[src/rtl/y86_pkg.sv]
// y86_pkg: shared Y86-64 pipeline definitions. It holds the stat codes, the
// icodes, the register IDs and the bubble (NOP) control bundle. All pipeline
// stage registers and the hazard unit use this package.
package y86_pkg;

  // Status codes carried with every instruction
  localparam logic [2:0] SBUB = 3'd0;
  localparam logic [2:0] SAOK = 3'd1;
  localparam logic [2:0] SHLT = 3'd2;
  localparam logic [2:0] SADR = 3'd3;
  localparam logic [2:0] SINS = 3'd4;

  localparam logic [3:0] IHALT = 4'h0;
  localparam logic [3:0] INOP  = 4'h1;
  localparam logic [3:0] RNONE = 4'hF;

  // Control part of a stage bundle. The value words travel beside it.
  typedef struct packed {
    logic [2:0] stat;
    logic [3:0] icode;
    logic [3:0] rA;
    logic [3:0] rB;
    logic       cnd;
  } ctl_t;

  localparam ctl_t BUB_CTL = '{stat: SBUB, icode: INOP, rA: RNONE, rB: RNONE, cnd: 1'b0};

  function automatic logic is_exc(input logic [2:0] s);
    return (s == SHLT) || (s == SADR) || (s == SINS);
  endfunction

endpackage

[src/rtl/sat_counter.sv]
// sat_counter: event counter that saturates at all-ones instead of wrapping.
//   clk, rst (async, active-high) ; inc : count this edge ; count : value
module sat_counter #(
  parameter int CNT_W = 32
) (
  input  logic             clk,
  input  logic             rst,
  input  logic             inc,
  output logic [CNT_W-1:0] count
);

  localparam logic [CNT_W-1:0] ONE = {{(CNT_W-1){1'b0}}, 1'b1};
  localparam logic [CNT_W-1:0] MAX = {CNT_W{1'b1}};

  always_ff @(posedge clk or posedge rst) begin
    if (rst)                      count <= '0;
    else if (inc && count != MAX) count <= count + ONE;
  end

endmodule

[src/rtl/y86_pipe_reg.sv]
// y86_pipe_reg: Y86-64 pipeline stage register (F/D, D/E, E/M, M/W).
// It carries stat/icode/rA/rB/cnd plus NUM_VAL words of DATA_W bits.
//   clk, rst          : clock, async active-high reset (loads bubble bundle)
//   stall / bubble    : hold contents / load NOP bubble (bubble wins)
//   in_*  / out_*     : incoming / registered bundle, word k at [k*DATA_W +: DATA_W]
//   out_valid         : out_stat != SBUB
//   frozen            : an exception was latched; the register holds until reset
//   ctl_err           : sticky; stall and bubble were seen together
//   stall_cnt/bubble_cnt : saturating event counters
module y86_pipe_reg
  import y86_pkg::*;
#(
  parameter int DATA_W      = 64,
  parameter int NUM_VAL     = 6,
  parameter bit HALT_ON_EXC = 1'b1,
  parameter int CNT_W       = 32
) (
  input  logic                      clk,
  input  logic                      rst,
  input  logic                      stall,
  input  logic                      bubble,
  input  logic [2:0]                in_stat,
  input  logic [3:0]                in_icode,
  input  logic [3:0]                in_rA,
  input  logic [3:0]                in_rB,
  input  logic                      in_cnd,
  input  logic [NUM_VAL*DATA_W-1:0] in_val,
  output logic [2:0]                out_stat,
  output logic [3:0]                out_icode,
  output logic [3:0]                out_rA,
  output logic [3:0]                out_rB,
  output logic                      out_cnd,
  output logic [NUM_VAL*DATA_W-1:0] out_val,
  output logic                      out_valid,
  output logic                      frozen,
  output logic                      ctl_err,
  output logic [CNT_W-1:0]          stall_cnt,
  output logic [CNT_W-1:0]          bubble_cnt
);

  localparam int VW = NUM_VAL * DATA_W;

  ctl_t          ctl_q;
  logic [VW-1:0] val_q;
  logic          frz_q, err_q;
  logic          bub_en, stl_en, load_en;

  // A freeze masks everything, and bubble has priority over stall.
  always_comb begin
    bub_en  = !frz_q && bubble;
    stl_en  = !frz_q && stall && !bubble;
    load_en = !frz_q && !stall && !bubble;
  end

  always_ff @(posedge clk or posedge rst) begin
    if (rst) begin
      ctl_q <= BUB_CTL;
      val_q <= '0;
    end else if (bub_en) begin
      ctl_q <= BUB_CTL;
      val_q <= '0;
    end else if (load_en) begin
      ctl_q <= '{stat: in_stat, icode: in_icode, rA: in_rA, rB: in_rB, cnd: in_cnd};
      val_q <= in_val;
    end
  end

  // The freeze is set on the same edge that captures the exception, so the
  // faulting instruction stays visible at the outputs.
  always_ff @(posedge clk or posedge rst) begin
    if (rst) begin
      frz_q <= 1'b0;
      err_q <= 1'b0;
    end else begin
      if (HALT_ON_EXC && load_en && is_exc(in_stat)) frz_q <= 1'b1;
      if (bub_en && stall)                           err_q <= 1'b1;
    end
  end

  sat_counter #(.CNT_W(CNT_W)) u_stall_cnt (
    .clk(clk), .rst(rst), .inc(stl_en), .count(stall_cnt)
  );

  sat_counter #(.CNT_W(CNT_W)) u_bubble_cnt (
    .clk(clk), .rst(rst), .inc(bub_en), .count(bubble_cnt)
  );

  assign out_stat  = ctl_q.stat;
  assign out_icode = ctl_q.icode;
  assign out_rA    = ctl_q.rA;
  assign out_rB    = ctl_q.rB;
  assign out_cnd   = ctl_q.cnd;
  assign out_val   = val_q;
  assign out_valid = (ctl_q.stat != SBUB);
  assign frozen    = frz_q;
  assign ctl_err   = err_q;

endmodule

[config.mk]
export PLATFORM = sky130hd
export DESIGN_NAME = y86_pipe_reg
export DESIGN_NICKNAME = d
export VERILOG_FILES = /design/src/rtl/y86_pkg.sv /design/src/rtl/sat_counter.sv /design/src/rtl/y86_pipe_reg.sv
export SDC_FILE = /design/constraint.sdc
export NUM_CORES = 1
export LEC_CHECK = 0
export CORE_AREA = 2 2 341 343
export CTS_CLUSTER_SIZE = 40
export DETAILED_ROUTE_END_ITERATION = 16
export DIE_AREA = 0 0 343 345
export MAX_ROUTING_LAYER = met4
export SLEW_MARGIN = 10
export SYNTH_ARGS = -nofsm -noshare
export SYNTH_HDL_FRONTEND = slang
export SYNTH_SLANG_ARGS = --single-unit
[constraint.sdc]
create_clock -name clk -period 42.8 [get_ports clk]
set_clock_uncertainty 0.15 [all_clocks]
set_input_delay 4.28 -clock clk [delete_from_list [all_inputs] [get_ports clk]]
set_output_delay 4.28 -clock clk [all_outputs]
set_load 0.01 [all_outputs]
==> metrics.cfg, run 1 <==
[global_route]
grt_overflow_total=0
grt_pass1_vias=17480
grt_pass1_wl_um=108500
grt_max_degree=158
antenna_found_initial=0
grt_use_total_pct=12.04

[cts]
ctsHoldBuffers=0
ctsResizeCount=0
path_clk_slew_ns=0.06
postCtsSetupRepairBufs=0
clk_latency_ns=0.60
cts_made_buffers=54
cts_root_buf=clkbuf_16
tritoncts=built
ctsHtreeMaxLevel=2
clockBufferDepth=3
cts_sinks=466

[route]
first_pass_iters=5
vias_per_cell=3.962
drc=0
antenna_left=0
wl_um=72230
drtIter0Drc=1063
post_drt_wl_per_cell_um=16.41
vias=17440

[pwr]
power_density_nw_per_um2=50.99
p_leak_nw=14.22
peakVddDrop_mv=0.03319
p_total_mw=1.571

[sta]
slew_headroom_pct=6.224
worst_slew_pin_slew_ns=1.404
rsz0062_at_grt=false
finalSetupViolCount=0
final-hold-violation-count=0
setup-tns-final_ns=0
fmax_mhz=126.2
fin_crit_ns=7.924
drv_slew=0
timing.hold.ws_ns=0.3350
min_period_over_period_pct=18.51

[finish]
mostFrequentLayoutCells=870 x clkdlybuf4s50_1, 826 x nand2_1, 457 x dfrtp_1, 421 x nand3_1, 55 x clkbuf_16
post-route-util_pct=26.77
regArea_um2=11670
multi_input_area_um2=6543
fill_cells=12280
nets=3243
drive_gt1_share_pct=4.241
syn_to_final_growth_pct=64.54
mostFrequentLayoutCell=clkdlybuf4s50_1
design_area_um2=30820

[logic_synthesis]
synth_top_cell_by_area=dfrtp_1
synth.avg_cell_area_um2=9.235
syn_area_um2=18730
ys_seq_area_share_pct=62.33
yosysUniqueCellTypes=40
synth_warnings=0
synth_top_area_share_pct=61.06
synth_nets=2434
netlist_instances=2028
synth_seq_cells=466
synth_area_leaders=dfrtp_1 61%, nand2_1 17%, nand3_1 11%, clkbuf_1 2.5%, xnor2_1 2.1%

[die]
rows=125
core_area_um2=115100
fp.dieW_um=343
pin_count=871
start_util_pct=16.27
fp.dieH_um=345
dieArea_um2=118300

[critical_path]
worst_path_most_repeated_cell=buf_4
r2r_slack_ns=38.65
critPathTopFamily=buffers and inverters
slowest_stage=buf_4
cp-end-kind=async pin
crit_type=input port to async pin
critPathMaxStageDelay_ns=0.80
critPathLaunchType=input port
cp.arrival_ns=8.40
path_buf_inv=6
critPathMaxFanout=97
crit_path_cell_trace=clkdlybuf4s50_1 > inv_8 > buf_4 > buf_4 > buf_4 > buf_4
worstPathRequired_ns=43.27

[job]
drv_cap=0

[place]
place.gp.congestion=0.8709
post-dp-hpwl_um=51830
postPlaceCellArea_um2=29030
port_buffers=870

[worst_hold_path]
hold_class=flip-flop to flip-flop

[outcome]
outcome=complete, no violations

path summary, 6_finish.rpt:
| path | startpoint | endpoint | cells after the start |
|---|---|---|---|
| worst max register to register | frozen | out_val[105] | 6 |
| worst min register to register | out_rB[1] | out_rB[1] | 2 |
| max in group clk | stall | out_val[105] | 7 |
| worst max-delay path | rst | out_val[235] | 6 |
| worst min-delay path | out_rB[1] | out_rB[1] | 2 |
| min in group asynchronous | rst | out_val[23] | 2 |
worst min-delay path: cells and delay by family, from the launching register on:
kind,cells,cell delay [ns]
DFF,1,0.36
and+or+nand+nor,2,0.12
registers in the layout, summed over array words and instances, names as in the netlist:
name,cells
u_bubble_cnt.count,32
out_cnd,1
out_rB,4
u_stall_cnt.count,32
out_icode,4
frozen,1
out_rA,4
out_stat,3
ctl_err,1
out_val,384
routing by layer:
layer | part of all wire, % | vias up | GRT usage [%]
met4 | 4.2 | 0 | 5.071
met3 | 7.0 | 144 | 2.862
met1 | 41 | 8425 | 14.55
li1 | - | 8215 | -
met2 | 48 | 658 | 19.13
met5 | 0 | - | -
per-stage QoR:
step	worst slack (ns)	std cells
after floorplan	25.39	2028
after global placement	33.99	4305
after detailed placement	33.98	4305
after CTS	34.69	4401
after global routing	34.20	4401
final	34.88	4402
report_power, final:
| part | switching, mW | total, mW | internal (mW) |
|---|---|---|---|
| clock | 0.192 | 0.477 | 0.285 |
| sequential | 0.0654 | 0.613 | 0.547 |
| combinational | 0.224 | 0.482 | 0.259 |
| total | 0.481 | 1.57 | 1.09 |
cell families after synthesis:
kind of cell | Yosys count | share of synthesized area [%]
adders and majority gates | 2 | 0.1336
and+or+nand+nor | 1346 | 31.14
DFF | 466 | 62.33
xor gates and xnor gates | 61 | 2.853
AOI/OAI and AO/OA | 9 | 0.5412
buffers and inverters | 141 | 2.833
muxes | 3 | 0.1737
area by class of cell:
class,count,area share (%)
clock buffer,81,5.043
antenna,1,0.008121
inverter,4,0.07308
clock inverter,15,0.7511
multi-input combinational,1421,21.23
sequential,466,37.88
timing repair buffer,890,28.83
tap,1524,6.188
synthesized netlist by cell type:
| master | number |
|---|---|
| nand2b_1 | 1 |
| dfrtp_1 | 457 |
| mux2_2 | 2 |
| a31oi_2 | 1 |
| xor2_1 | 17 |
| a311oi_1 | 1 |
| and4_1 | 11 |
| nand4_2 | 1 |
| nand4b_1 | 1 |
| a21oi_1 | 1 |
| or3_1 | 3 |
| buf_2 | 1 |
| or2_2 | 1 |
| nor3_2 | 1 |
| and2_1 | 6 |
| mux2i_1 | 1 |
| or4_1 | 2 |
| clkbuf_1 | 123 |
| dfstp_2 | 9 |
| or4_4 | 1 |
| nor3_1 | 8 |
| nor2_1 | 20 |
| ha_1 | 2 |
| o311ai_4 | 1 |
| nand4_1 | 25 |
| o21ba_2 | 1 |
| nor2b_1 | 1 |
| buf_1 | 13 |
| nor4_1 | 5 |
| nand2_1 | 826 |
| nand3_1 | 421 |
| a211oi_1 | 1 |
| a21o_1 | 1 |
| and3_1 | 9 |
| o21bai_1 | 1 |
| nor4_4 | 1 |
| nor3b_1 | 2 |
| xnor2_1 | 44 |
| o311ai_2 | 1 |
| inv_1 | 4 |
No activity file was read; power rests on OpenSTA's default activity.
==> run 2: changes to the inputs <==
- CORE_AREA: 2 2 341 343 -> 2 2 342 344
- DIE_AREA: 0 0 343 345 -> 0 0 344 346
- clock period: 42.8 -> 7.92 ns (I/O delays scaled with it)
==> run 2 against run 1 <==
Total power grew to 5.5 times the previous value. Sequential power grew to 5.4 times the previous value. Via count is 0.61% higher. Flip-flop and latch count stayed put. Setup slack worse by 30 ns. Largest cell class unchanged. Largest power group unchanged.
==> metrics.cfg, run 2 (synthesis gave the netlist of run 1 again) <==
[sta]
rsz0062_at_grt=false
fmax_mhz=309.8
drv_slew=0
min_period_over_period_pct=40.75
finalSetupViolCount=0
final-hold-violation-count=0
slew_headroom_pct=21.20
setup-tns-final_ns=0
fin_crit_ns=3.228
layout_setup_ws_ns=4.692
worst_slew_pin_slew_ns=1.182

[die]
rows=125
dieArea_um2=119000
pin_count=871
fp.dieH_um=346
core_area_um2=115400
fp.dieW_um=344
start_util_pct=16.23

[cts]
cts_root_buf=clkbuf_16
ctsHoldBuffers=0
path_clk_slew_ns=0.06
cts_sinks=466
cts_made_buffers=55
tritoncts=built
ctsResizeCount=0
ctsHtreeMaxLevel=2
clockBufferDepth=3
clk_latency_ns=0.64
postCtsSetupRepairBufs=0

[global_route]
antenna_found_initial=10
grt_pass1_vias=17900
grt_overflow_total=0
grt_use_total_pct=13.01
grt_pass1_wl_um=114800
grt_max_degree=166

[finish]
nets=3241
mostFrequentLayoutCell=clkdlybuf4s50_1
drive_gt1_share_pct=4.823
mostFrequentLayoutCells=870 x clkdlybuf4s50_1, 826 x nand2_1, 457 x dfrtp_1, 421 x nand3_1, 55 x clkbuf_16
syn_to_final_growth_pct=65.43
largest_reg_flops=384

[critical_path]
r2r_start=frozen
cp.arrival_ns=3.65
slowest_stage=or3_4
worstPathRequired_ns=8.35
critPathMaxStageDelay_ns=0.66
r2r-end=out_val[106]
r2r_slack_ns=4.96
critPathLaunchType=input port
crit_path_cell_trace=clkdlybuf4s50_1 > or3_4 > buf_12 > buf_4 > nand3_1 > nand2_1
cp-end-kind=flip-flop
rr_worst_depth=5
crit_type=input port to flip-flop
critPathMaxFanout=153

[place]
port_buffers=870
place.gp.congestion=0.8760
post-dp-hpwl_um=55980
place_ws_ns=4.188

[route]
drtIter0Drc=1158
drc=0
first_pass_iters=5
wl_um=78500
antenna_left=0
post_drt_wl_per_cell_um=17.78
vias_per_cell=3.975
vias=17550

[worst_hold_path]
hold_depth=1
whs_endpoint=ctl_err
hold_class=flip-flop to flip-flop
holdCritStartpoint=ctl_err

[pwr]
p_leak_nw=14.31
p_total_mw=8.567
peakVddDrop_mv=0.1620
power_density_nw_per_um2=276.5

[outcome]
outcome=complete, no violations

[job]
drv_cap=0

==> run 2: cell types whose count changed in the layout (fill, tap and decap cells not counted), moves of 2 or more <==
cell	before	now
clkinv_2	7	18
clkinv_8	0	2
buf_12	2	11
bufinv_16	6	2
buf_4	18	6
clkinv_4	0	2
diode_2	1	9
clkbuf_8	8	14
inv_6	1	3
clkbuf_1	18	6
==> run 2: through the flow <==
step | instance area [um^2] | hold WS, ns | utilization (%) | cells
floorplan | 18730 | 0.3426 | - | 2028
global placement | 29110 | 0.2880 | 25.22 | 4302
detailed placement | 29110 | 0.2994 | 25.22 | 4302
CTS | 30960 | 0.3105 | 26.82 | 4406
global route | 30980 | 0.3226 | 26.84 | 4415
finish | 30980 | 0.3123 | 26.84 | 4415
==> run 2: worst max path at each step <==
stage | start | end | slack, ns | cells past startpoint
6_report | bubble | out_val[106] | 4.69 | 6
5_1_grt | bubble | out_val[79] | 4.68 | 6
4_1_cts | out_stat[1] | out_valid | 4.75 | 2
3_5_place_dp | bubble | out_val[54] | 4.19 | 6
3_3_place_gp | bubble | out_val[197] | 4.20 | 6
2_1_floorplan | rst | ctl_err | 0.68 | 1
==> run 2: per-layer routing <==
layer | track usage (%) | share of wire [%] | wire length (um)
met4 | 5.484 | 4.3 | 3370
met2 | 20.76 | 48 | 37370
met5 | - | 0 | 0
met1 | 15.38 | 41 | 32300
met3 | 3.502 | 7.0 | 5459
==> run 2: final cells by class <==
type,count,area (um^2)
Antenna cell,9,22.52
Clock inverter,29,254.0
Timing Repair Buffer,887,8974
Tap cell,1524,1907
Sequential cell,466,11670
Fill cell,12300,84440
Multi-Input combinational cell,1421,6543
Clock buffer,75,1592
Inverter,4,18.77
==> run 2: power by group <==
part           internal, mW  total [mW]  leakage, nW  switching (mW)
clock                  1.48        2.59        0.930            1.11
sequential             2.96        3.31         6.21           0.354
combinational          1.41        2.66         7.16            1.26
==> run 2: worst max-delay path: cells and delay by family <==
family                 cells  cell delay [ns]
and+or+nand+nor            3             0.90
buffers and inverters      3             1.51
==> run 3: changes to the inputs <==
- clock period: 7.92 -> 3.13 ns (I/O delays scaled with it)
==> run 3 against run 2 <==
Critical path depth down 4. Critical endpoint is now out_valid. Sequential power rose to 2.5 times the previous value. Largest cell class unchanged. Via count up 4.0%.
==> metrics.cfg, run 3 (synthesis gave the netlist of run 1 again) <==
[outcome]
outcome=complete, no violations

[pwr]
peakVddDrop_mv=0.4595
p_total_mw=22.03
p_leak_nw=15.11
power_density_nw_per_um2=673.5

[critical_path]
worstPathRequired_ns=2.67
critPathMaxFanout=3
r2r_slack_ns=0.73
critPathLaunchType=flip-flop
r2r-end=u_bubble_cnt.count[26]
cp.arrival_ns=2.04
rr_worst_depth=5
cp-end-kind=primary output
r2r_start=u_bubble_cnt.count[17]
crit_type=flip-flop to primary output

[die]
dieArea_um2=119000
start_util_pct=16.23
fp.dieH_um=346
fp.dieW_um=344
pin_count=871
core_area_um2=115400
rows=125

[route]
drtIter0Drc=1116
drc=0
wl_um=80280
vias_per_cell=3.976
first_pass_iters=5
vias=18250
antenna_left=0
post_drt_wl_per_cell_um=17.49

[worst_hold_path]
hold_class=input port to flip-flop
whs_endpoint=out_val[343]
holdCritStartpoint=in_val[343]
hold_depth=3

[sta]
finalSetupViolCount=0
fmax_mhz=399.5
layout_setup_ws_ns=0.6266
setup-tns-final_ns=0
timing.hold.ws_ns=0.06747
drv_slew=0
rsz0062_at_grt=false
min_period_over_period_pct=79.98
worst_slew_pin_slew_ns=0.8277
final-hold-violation-count=0
fin_crit_ns=2.503
slew_headroom_pct=44.82

[finish]
syn_to_final_growth_pct=74.67
design_area_um2=32710
nets=3424
post-route-util_pct=28.34
mostFrequentLayoutCell=clkdlybuf4s50_1
largest_reg_flops=384
mostFrequentLayoutCells=870 x clkdlybuf4s50_1, 826 x nand2_1, 457 x dfrtp_1, 421 x nand3_1, 120 x dlygate4sd3_1
layout.cells.non_filler=4590
drive_gt1_share_pct=6.203

[global_route]
grt-busiest-layer=met2
grt_util_met1_pct=15.88
grt_max_degree=125
grt_pass1_wl_um=118200
grt.met3_usage_pct=3.376
grt_overflow_total=0
antenna_found_initial=5
gr-usage-met2_pct=21.94
grt_use_total_pct=13.36
grt_pass1_vias=18550

[cts]
cts_root_buf=clkbuf_16
ctsHtreeMaxLevel=2
clockBufferDepth=3
clk_latency_ns=0.62
ctsHoldBuffers=120
ctsResizeCount=0
tritoncts=built
cts_made_buffers=57
path_clk_slew_ns=0.06
cts_sinks=466
postCtsSetupRepairBufs=0

[place]
dpl.cell_count=4363
post-dp-hpwl_um=59510
postPlaceCellArea_um2=29630
place.gp.congestion=0.9126
port_buffers=870
place_ws_ns=0.3406

[job]
drv_cap=0

[run 3: final cells by class]
type	count	area, um^2
well taps	1524	1907
multi-input cells	1421	6543
clock buffers	83	1624
inverters	4	18.77
flip-flops and latches	466	11670
fillers	12110	82710
repair buffers	1068	10700
diodes	3	7.507
clock inverters	21	245.2
[run 3: routing by layer]
| layer | wire length (um) | share of wire, % |
|---|---|---|
| met5 | 0 | 0 |
| met4 | 2547 | 3.2 |
| met1 | 32710 | 41 |
| met3 | 5982 | 7.5 |
| met2 | 39040 | 49 |
[run 3: report_power, final]
| group | switching [mW] | internal, mW |
|---|---|---|
| Clock | 2.75 | 3.92 |
| Sequential | 0.902 | 7.49 |
| Combinational | 3.22 | 3.75 |
| Total | 6.88 | 15.2 |
[run 3: worst max-delay path by stage]
stage | endpoint | slack [ns] | start | cells after the start
floorplan | ctl_err | -3.63 | rst | 1
global placement | u_stall_cnt.count[23] | 0.43 | stall | 8
detailed placement | u_stall_cnt.count[27] | 0.34 | stall | 8
CTS | out_valid | 0.49 | out_stat[1] | 2
global route | u_bubble_cnt.count[1] | 0.50 | u_bubble_cnt.count[17] | 5
finish | out_valid | 0.63 | out_stat[1] | 2
[run 3: critical path, cell delays in order (launching register included)]
cell and delay, ns:
dfrtp_1 0.40, or3_1 0.47, clkdlybuf4s50_1 0.54
